[config.mk]
export PLATFORM = sky130hd
export DESIGN_NAME = line_clear_sequencer
export DESIGN_NICKNAME = d
export VERILOG_FILES = /design/src/rtl/line_clear_pkg.sv /design/src/rtl/row_full_detect.sv /design/src/rtl/line_clear_sequencer.sv
export SDC_FILE = /design/constraint.sdc
export NUM_CORES = 1
export LEC_CHECK = 0
export ABC_AREA = 1
export CORE_UTILIZATION = 45
export DETAILED_ROUTE_END_ITERATION = 8
export HOLD_SLACK_MARGIN = 0.03
export PLACE_DENSITY = 0.82
export SETUP_SLACK_MARGIN = 0.1
export SYNTH_ARGS = -nofsm -noshare
export SYNTH_HDL_FRONTEND = slang
export SYNTH_SLANG_ARGS = --single-unit
[constraint.sdc]
create_clock -name clk -period 2.5 [get_ports clk]
set_input_delay 0.5 -clock clk [delete_from_list [all_inputs] [get_ports clk]]
set_output_delay 0.5 -clock clk [all_outputs]
set_load 0.01 [all_outputs]
[src/rtl/line_clear_pkg.sv]
// Shared types and constants for the playfield line-clear sequencer.
// The LINE_CLEAR_SCORE_EN build option uses SCORE_TABLE to add scoring.
package line_clear_pkg;

    localparam int DEF_ROWS = 20;
    localparam int DEF_COLS = 10;

    typedef logic [1:0] cell_t;
    typedef cell_t [DEF_COLS-1:0] row_t;

    typedef enum logic [2:0] {
        IDLE = 3'd0,
        RD   = 3'd1,
        EV   = 3'd2,
        FILL = 3'd3,
        DONE = 3'd4
    } lc_state_e;

    // Points per clear, indexed by min(lines, 4), before the level multiplier.
    localparam logic [4:0][10:0] SCORE_TABLE = {11'd1200, 11'd300, 11'd100, 11'd40, 11'd0};

endpackage

[src/rtl/row_full_detect.sv]
// Combinational check that every 2-bit cell of a row is non-empty.
// The preview renderer reuses this block.
module row_full_detect #(
    parameter int COLS = 10
) (
    input  logic [2*COLS-1:0] row,
    output logic              full
);

    always_comb begin
        full = 1'b1;
        for (int i = 0; i < COLS; i++) begin
            if (row[2*i +: 2] == 2'b00) full = 1'b0;
        end
    end

endmodule

[src/rtl/line_clear_sequencer.sv]
// Bottom-up line-clear scan and compaction over the playfield RAM, then zero-fill of the top rows.
// Build option LINE_CLEAR_SCORE_EN adds the level input and a saturating score output.
module line_clear_sequencer
    import line_clear_pkg::*;
#(
    parameter  int ROWS = DEF_ROWS,
    parameter  int COLS = DEF_COLS,
    localparam int AW   = $clog2(ROWS),
    localparam int CW   = $clog2(ROWS + 1)
) (
    input  logic              clk,
    input  logic              Reset,
    input  logic              start,
    output logic              busy,
    output logic              done,
    output logic [CW-1:0]     lines_cleared,
    output logic              mem_rd_en,
    output logic [AW-1:0]     mem_rd_addr,
    input  logic [2*COLS-1:0] mem_rdata,
    output logic              mem_wr_en,
    output logic [AW-1:0]     mem_wr_addr,
    output logic [2*COLS-1:0] mem_wdata
`ifdef LINE_CLEAR_SCORE_EN
    ,
    input  logic [3:0]        level,
    output logic [19:0]       score
`endif
);

    // RAM handshake: one read per RD cycle, data consumed in the following EV cycle;
    // there is no back-pressure, strobes are single-cycle and always accepted.
    lc_state_e         state, state_next;
    logic [AW-1:0]     rd_row, wr_row;
    logic [CW-1:0]     cnt;
    logic              row_full;
    logic [CW-1:0]     cnt_next;

    row_full_detect #(.COLS(COLS)) u_row_full (
        .row  (mem_rdata),
        .full (row_full)
    );

    assign cnt_next      = (state == EV && row_full) ? cnt + CW'(1) : cnt;
    assign lines_cleared = cnt;

    always_ff @(posedge clk or posedge Reset) begin
        if (Reset) state <= IDLE;
        else       state <= state_next;
    end

    always_comb begin
        state_next = state;
        case (state)
            IDLE: if (start) state_next = RD;
            RD:   state_next = EV;
            EV: begin
                if (rd_row == '0) state_next = (cnt_next != '0) ? FILL : DONE;
                else              state_next = RD;
            end
            FILL: if (wr_row == '0) state_next = DONE;
            DONE: state_next = IDLE;
            default: state_next = IDLE;
        endcase
    end

    // Scan pointers and full-row count.
    always_ff @(posedge clk or posedge Reset) begin
        if (Reset) begin
            rd_row <= AW'(ROWS - 1);
            wr_row <= AW'(ROWS - 1);
            cnt    <= '0;
        end else begin
            case (state)
                IDLE: begin
                    if (start) begin
                        rd_row <= AW'(ROWS - 1);
                        wr_row <= AW'(ROWS - 1);
                        cnt    <= '0;
                    end
                end
                EV: begin
                    cnt <= cnt_next;
                    if (!row_full)     wr_row <= wr_row - AW'(1);
                    if (rd_row != '0) rd_row <= rd_row - AW'(1);
                end
                FILL: begin
                    if (wr_row != '0) wr_row <= wr_row - AW'(1);
                end
                default: ;
            endcase
        end
    end

    always_comb begin
        busy        = (state != IDLE);
        done        = 1'b0;
        mem_rd_en   = 1'b0;
        mem_rd_addr = '0;
        mem_wr_en   = 1'b0;
        mem_wr_addr = '0;
        mem_wdata   = '0;
        case (state)
            RD: begin
                mem_rd_en   = 1'b1;
                mem_rd_addr = rd_row;
            end
            EV: begin
                // A kept row already at its destination needs no rewrite.
                if (!row_full && wr_row != rd_row) begin
                    mem_wr_en   = 1'b1;
                    mem_wr_addr = wr_row;
                    mem_wdata   = mem_rdata;
                end
            end
            FILL: begin
                mem_wr_en   = 1'b1;
                mem_wr_addr = wr_row;
            end
            DONE: done = 1'b1;
            default: ;
        endcase
    end

`ifdef LINE_CLEAR_SCORE_EN
    logic [2:0]  tbl_idx;
    logic [15:0] score_inc;
    logic [20:0] score_sum;

    always_comb begin
        tbl_idx   = (cnt >= CW'(4)) ? 3'd4 : 3'(cnt);
        score_inc = 16'(SCORE_TABLE[tbl_idx]) * (16'(level) + 16'd1);
        score_sum = {1'b0, score} + 21'(score_inc);
    end

    always_ff @(posedge clk or posedge Reset) begin
        if (Reset) score <= '0;
        else if (state == DONE) score <= score_sum[20] ? 20'hFFFFF : score_sum[19:0];
    end
`endif

endmodule

==> results.yml, run 1 <==
outcome:
  status: "completed"
power:
  p_per_area_nw_per_um2: 1140
  power_frac_seq_pct: 17.2
  switching_share_pct: 48.6
  leakagePower_uw: 0.00135
  clkPwrFrac_pct: 6.6
  netSwitchingPower_uw: 1390
  p_comb_share_pct: 76.3
  worst_ir_drop_vdd_mv: 0.774
  p_int_uw: 1470
setup_path:
  path_delay_family: "buffers and inverters"
  arrival_ns: 1.90
  endpoint_kind: "primary output"
  path_class: "in -> out"
  worstSetupEndpoint: "mem_wr_addr[2]"
  crit_path_top_delay_cell: "clkdlybuf4s50_1"
  worstPathMaxFanout: 5
  r2r_cells: 12
  critPathLaunchType: "input pin"
  r2r_start: "wr_row[0]$_DFFE_PP1P_"
  reg2reg_slack_ns: 0.47
  crit_required_ns: 2.00
  cp_num_buf_inv: 4
  startpoint: "mem_rdata[0]"
  critical_path.cell_chain: "clkdlybuf4s50_1, o21ai_1, nor2_2, nand2_1, nand2_2, buf_4, a21oi_4, inv_2, nor2_1, clkbuf_2"
  reg2reg_to: "rd_row[2]$_DFFE_PP0P_"
  worstSetupPathDepth: 10
  crit_path_max_incr_delay_ns: 0.43
die:
  die_h_um: 59.2
  fp.coreArea_um2: 3080
  die-area_um2: 3510
  dieWidth_um: 59.2
  io_pins: 62
  start_util_pct: 47.9
  num_rows: 20
placement:
  pre_cts_ws_ns: -0.329
  dp.cells: 334
  io_buffers: 61
  dp.final_hpwl_mm: 3.11
  gp_congestion: 0.900
cts:
  cts_tree: "yes"
  cts_made_buffers: 3
  root_buffer: "clkbuf_4"
  clk-insertion-delay-late_ns: 0.30
  cts.clk_slew.worst_paths_ns: 0.11
  cts.sinks: 18
  htreeDepth: 1
  clockBufferDepth: 2
drt:
  wl_met1_mm: 2.06
  drt-initial-drc-count: 119
  wire_per_inst_um: 13.4
  drtPass1Iterations: 4
  viasPerCell: 5.07
  met3_length_um: 246
  ant_nets: 0
  wl_mm: 4.82
  top_layer_used: "met4"
  vias: 1819
  drc: 0
  routed-wl-met2_mm: 2.45
worst_hold_path:
  hold_path_depth: 2
  hold_class: "reg -> reg"
sta:
  hold_viol: 0
  fin_ws_ns: 0.104
  fmax_mhz: 417
  finalSetupTns_ns: 0
  slew_viol_final: 0
  setup_violations: 0
  relSlewSlack_pct: 55.3
  tightest_slew_ns: 0.670
  min_period_ns: 2.40
  period_share_pct: 95.8
  skew_ns: 0.00116
  rsz0062_at_grt: "yes"
finish:
  fin_cells: 359
  final_core_util_pct: 81.4
  finalNetCount: 343
  area_growth_pct: 70.0
  diodes: 0
  fillCellCount: 202
  drive_gt1_share_pct: 34.3
synthesis:
  async_flop_share_pct: 100
  synthTopCellsByCount: "nand2_1 (47), nor2_1 (38), inv_1 (31)"
  synth_top_area_cell: "dfrtp_1"
  ys_warn_count: 0
  syn_avg_cell_area_um2: 6.61
  synth_cell_type_count: 34
  synthesis.nets: 250
  synthCells: 223
  synthFlopType: "dfrtp_1"
  synth-edff-count: 0
  yosysMostFrequentCell: "nand2_1"
  netlist_top_cells_area: "dfrtp_1 (20%), nand2_1 (12%), dfstp_2 (11%)"
  ys_seq_area_share_pct: 31.1
  yosysTopAreaCellShare_pct: 20.4
  netlist_area_um2: 1470
  synth_seq_cells: 18
global_routing:
  grtUsageTotal_pct: 24.3
  grt_pass1_vias: 1440
  grt_pass1_wl_mm: 6.53
  grt_max_degree: 22
  antenna_found_initial: 0
  overflow: 0
flow_run:
  drv_cap: 0
-- what timing repair did --
item / in CTS / in global routing
pin swaps: 3 / 21
hold buffers: 0 / 0
gates cloned: 0 / 0
buffers inserted: 8 / 13
setup endpoints to repair: 31 / 40
resized for setup: 100 / 57
-- stage by stage --
step | area [um2] | hold slack, ns | total power, uW
final | 2510 | 0.536 | 2860
after global routing | 2510 | 0.558 | 3020
after CTS | 2250 | 0.522 | 2500
after detailed placement | 2200 | 0.508 | 2160
after global placement | 2200 | 0.498 | 2130
after floorplan | 1470 | 0.434 | 1470
-- worst min-delay path by stage --
| stage | start | endpoint | slack, ns |
|---|---|---|---|
| after floorplan | Reset | lines_cleared[0]$_DFFE_PP0P_ | 0.43 |
| after global placement | rd_row[4]$_DFFE_PP1P_ | rd_row[4]$_DFFE_PP1P_ | 0.50 |
| after detailed placement | rd_row[4]$_DFFE_PP1P_ | rd_row[4]$_DFFE_PP1P_ | 0.51 |
| after CTS | rd_row[4]$_DFFE_PP1P_ | rd_row[4]$_DFFE_PP1P_ | 0.52 |
| after global routing | wr_row[1]$_DFFE_PP1P_ | wr_row[1]$_DFFE_PP1P_ | 0.56 |
| final | wr_row[1]$_DFFE_PP1P_ | wr_row[1]$_DFFE_PP1P_ | 0.54 |
-- worst reg2reg max path: stages (launching register included) --
cell and delay (ns):
dfstp_2 0.55, inv_1 0.10, ha_1 0.23, nand3_1 0.11
a21oi_1 0.08, nor2_1 0.18, nand2_4 0.10, nor2_4 0.17
inv_4 0.08, nand2_4 0.09, o21ai_4 0.09, nand2_1 0.08
o21ai_1 0.07
-- sequential cells by signal (all words and copies together), names as in the netlist --
| name | cells |
|---|---|
| lines_cleared | 5 |
| rd_row | 5 |
| wr_row | 5 |
| state | 3 |
-- layout by cell type, fill, tap and decap left out, types with 2 or more instances in the layout --
cell / netlist / final
nand3_1: 12 / 12
buf_6: 0 / 6
ha_1: 4 / 4
buf_4: 0 / 25
nand2_4: 1 / 2
nand2_1: 47 / 45
o21ai_0: 5 / 3
clkdlybuf4s15_1: 0 / 6
dfrtp_1: 12 / 11
buf_2: 2 / 18
nand2_2: 1 / 2
dlymetal6s2s_1: 0 / 18
clkbuf_4: 0 / 3
o21ai_1: 10 / 11
nor3_4: 0 / 2
nor3b_1: 3 / 2
nor3_1: 12 / 5
clkdlybuf4s50_1: 0 / 16
nor2_1: 38 / 37
a21oi_1: 4 / 3
o22ai_2: 0 / 2
nor2_2: 2 / 3
a31oi_1: 2 / 2
inv_1: 31 / 20
xnor2_1: 2 / 2
inv_2: 5 / 16
nand4_1: 4 / 4
xor2_1: 2 / 2
nor3_2: 0 / 5
dfstp_2: 6 / 6
-- logic make-up (layout without fill, tap and decap cells) --
| logic type | count (synthesis) | in the layout | synth area share [%] |
|---|---|---|---|
| AOI/OAI and AO/OA | 28 | 28 | 11.0 |
| adders and majority gates | 4 | 4 | 3.40 |
| buffers and inverters | 43 | 135 | 11.5 |
| and+or+nand+nor | 126 | 126 | 40.7 |
| xor gates and xnor gates | 4 | 4 | 2.38 |
| DFF | 18 | 18 | 31.1 |
-- power by group through the flow --
stage	Clock [uW]	Sequential, uW	Combinational, uW
floorplan	0	468	1010
global placement	0	484	1650
detailed placement	0	489	1670
CTS	190	487	1820
global route	197	497	2330
finish	188	491	2180
-- area by class of cell --
class | count | area, um2 | share of cell area (%)
well taps | 44 | 55.1 | 2.20
flip-flops and latches | 18 | 459 | 18.3
clock buffers | 4 | 36.3 | 1.45
inverters | 38 | 153 | 6.09
multi-input cells | 162 | 967 | 38.6
repair buffers | 93 | 836 | 33.4
-- per-layer routing --
| layer | vias to the layer above | track usage (%) |
|---|---|---|
| met4 | 0 | 4.08 |
| met1 | 845 | 33.6 |
| met5 | - | 0 |
| met3 | 6 | 4.59 |
| met2 | 72 | 39.8 |
| li1 | 896 | - |
(Power assumes the default switching activity.)
==> run 2, diff against run 1 <==
- CORE_MARGIN: unset -> 2
- DONT_BUFFER_PORTS: unset -> 1
- PLACE_DENSITY: 0.82 -> 0.58
==> run 2 against run 1 <==
Net effect: hold slack worse by 0.34 ns; clock power fell by 20%; maximum frequency rose by 1.4%; wire length fell by 27%; clock skew increased by 0.0062 ns; sequential cell count did not move.
==> results.yml, run 2 (synthesis gave the netlist of run 1 again) <==
finish:
  area_growth_pct: 5.77
  final_area_um2: 1560
  diodes: 0
  fillCellCount: 316
  register_area_um2: 458
  final_cell_mix: "nand2_1 (47), nor2_1 (38), inv_1 (31)"
  final_common_cell: "nand2_1"
  multi_input_area_um2: 861
  finalNetCount: 252
  drive_gt1_share_pct: 13.9
sta:
  period_share_pct: 94.5
  slew_viol_final: 0
  fmax_mhz: 423
  rsz0062_at_grt: "yes"
  hold_viol: 0
  skew_ns: 0.00735
  min_period_ns: 2.36
  relSlewSlack_pct: 51.1
  finalSetupTns_ns: 0
  setup_violations: 0
  tightest_slew_ns: 0.733
die:
  dieWidth_um: 61.2
  io_pins: 62
  num_rows: 20
  fp.coreArea_um2: 3080
  die_h_um: 61.2
  die-area_um2: 3750
  start_util_pct: 47.9
global_routing:
  antenna_found_initial: 0
  grt_pass1_wl_mm: 5.44
  grt_pass1_vias: 1223
  overflow: 0
  grt_max_degree: 22
  grtUsageTotal_pct: 19.3
setup_path:
  path_class: "reg -> out"
  crit_path_max_incr_delay_ns: 0.54
  critPathLaunchType: "flip-flop"
  endpoint_kind: "primary output"
  reg2reg_slack_ns: 0.52
  arrival_ns: 1.86
  crit_required_ns: 2.00
  cpMostUsedCell: "nand2_1"
  critical_path.cell_chain: "inv_1, o22ai_1, nor3b_1, nand2_1, nand2_1, buf_4, nor3_1"
  worstPathMaxFanout: 20
  crit_path_top_delay_cell: "dfstp_2"
outcome:
  status: "completed"
drt:
  vias: 1442
  drt-initial-drc-count: 116
  wire_per_inst_um: 13.1
  wl_mm: 3.51
  drtPass1Iterations: 4
  ant_nets: 0
  drc: 0
  viasPerCell: 5.40
cts:
  clockBufferDepth: 2
  cts_tree: "yes"
  htreeDepth: 1
  hold_buffers: 0
  cts.clk_slew.worst_paths_ns: 0.11
  cts.sinks: 18
  cts_made_buffers: 3
  clk-insertion-delay-late_ns: 0.30
  root_buffer: "clkbuf_4"
worst_hold_path:
  hold_class: "in -> async"
power:
  leakagePower_uw: 0.000731
  p_per_area_nw_per_um2: 1210
  worst_ir_drop_vdd_mv: 0.918
placement:
  io_buffers: 0
  dp.final_hpwl_mm: 2.66
  gp_congestion: 0.804
  post_dp_cell_area_um2: 1520
flow_run:
  drv_cap: 0
[run 2: stage by stage]
stage | setup WS, ns | total power (uW) | hold slack, ns | instances | util (%)
6_report | 0.138 | 1890 | 0.199 | 267 | 50.7
5_1_grt | 0.0519 | 2030 | 0.271 | 267 | 50.7
4_1_cts | 0.119 | 1870 | 0.224 | 267 | 50.2
3_5_place_dp | 0.459 | 1720 | 0.501 | 264 | 49.5
3_3_place_gp | 0.451 | 1690 | 0.495 | 264 | 49.5
2_1_floorplan | 0.525 | 1470 | 0.434 | 223 | -
[run 2: final cells by class]
type | instances | area share, %
Tap cell | 44 | 3.53
Clock buffer | 3 | 1.44
Inverter | 38 | 9.47
Sequential cell | 18 | 29.4
Multi-Input combinational cell | 162 | 55.2
Timing Repair Buffer | 2 | 0.963
[run 2: what timing repair did]
item / CTS / global route
gates resized for setup: 0 / 3
setup buffers: 0 / 0
endpoints found under the setup margin: 0 / 12
[run 2: power breakdown]
group	leakage [uW]	switching [uW]	total, uW	internal [uW]
Combinational	0.000492	897	1250	356
Clock	0.0000138	94.7	151	56.1
Sequential	0.000225	81.3	481	400
Total	0.000731	1070	1890	812
[run 2: final timing paths]
| check | start | end | depth (start not counted) |
|---|---|---|---|
| max in group asynchronous | Reset | wr_row[3]$_DFFE_PP0P_ | 1 |
| setup reg to reg | state[2]$_DFFE_PP0P_ | rd_row[2]$_DFFE_PP0P_ | 11 |
| hold reg to reg | rd_row[0]$_DFFE_PP1P_ | rd_row[0]$_DFFE_PP1P_ | 2 |
| min in group clk | rd_row[0]$_DFFE_PP1P_ | rd_row[0]$_DFFE_PP1P_ | 2 |
| setup / recovery | rd_row[1]$_DFFE_PP1P_ | mem_wdata[3] | 7 |
| hold / removal | Reset | lines_cleared[4]$_DFFE_PP0P_ | 1 |
[run 2: worst max-delay path: cells and delay by family, from the launching register on]
family                 cells  cell delay (ns)
AOI/OAI and AO/OA          1             0.16
buffers and inverters      2             0.30
and+or+nand+nor            4             0.54
DFF                        1             0.54
[run 2: metal layers]
metal  vias up  share of wire (%)  wire length (um)  track usage [%]
met2        78                 48              1680             34.7
li1        712                  -                 -                -
met1       648                 42              1480             24.2
met3         4                8.9               314             2.31
met5         -                  0                 0                0
met4         0                1.1                39             5.90
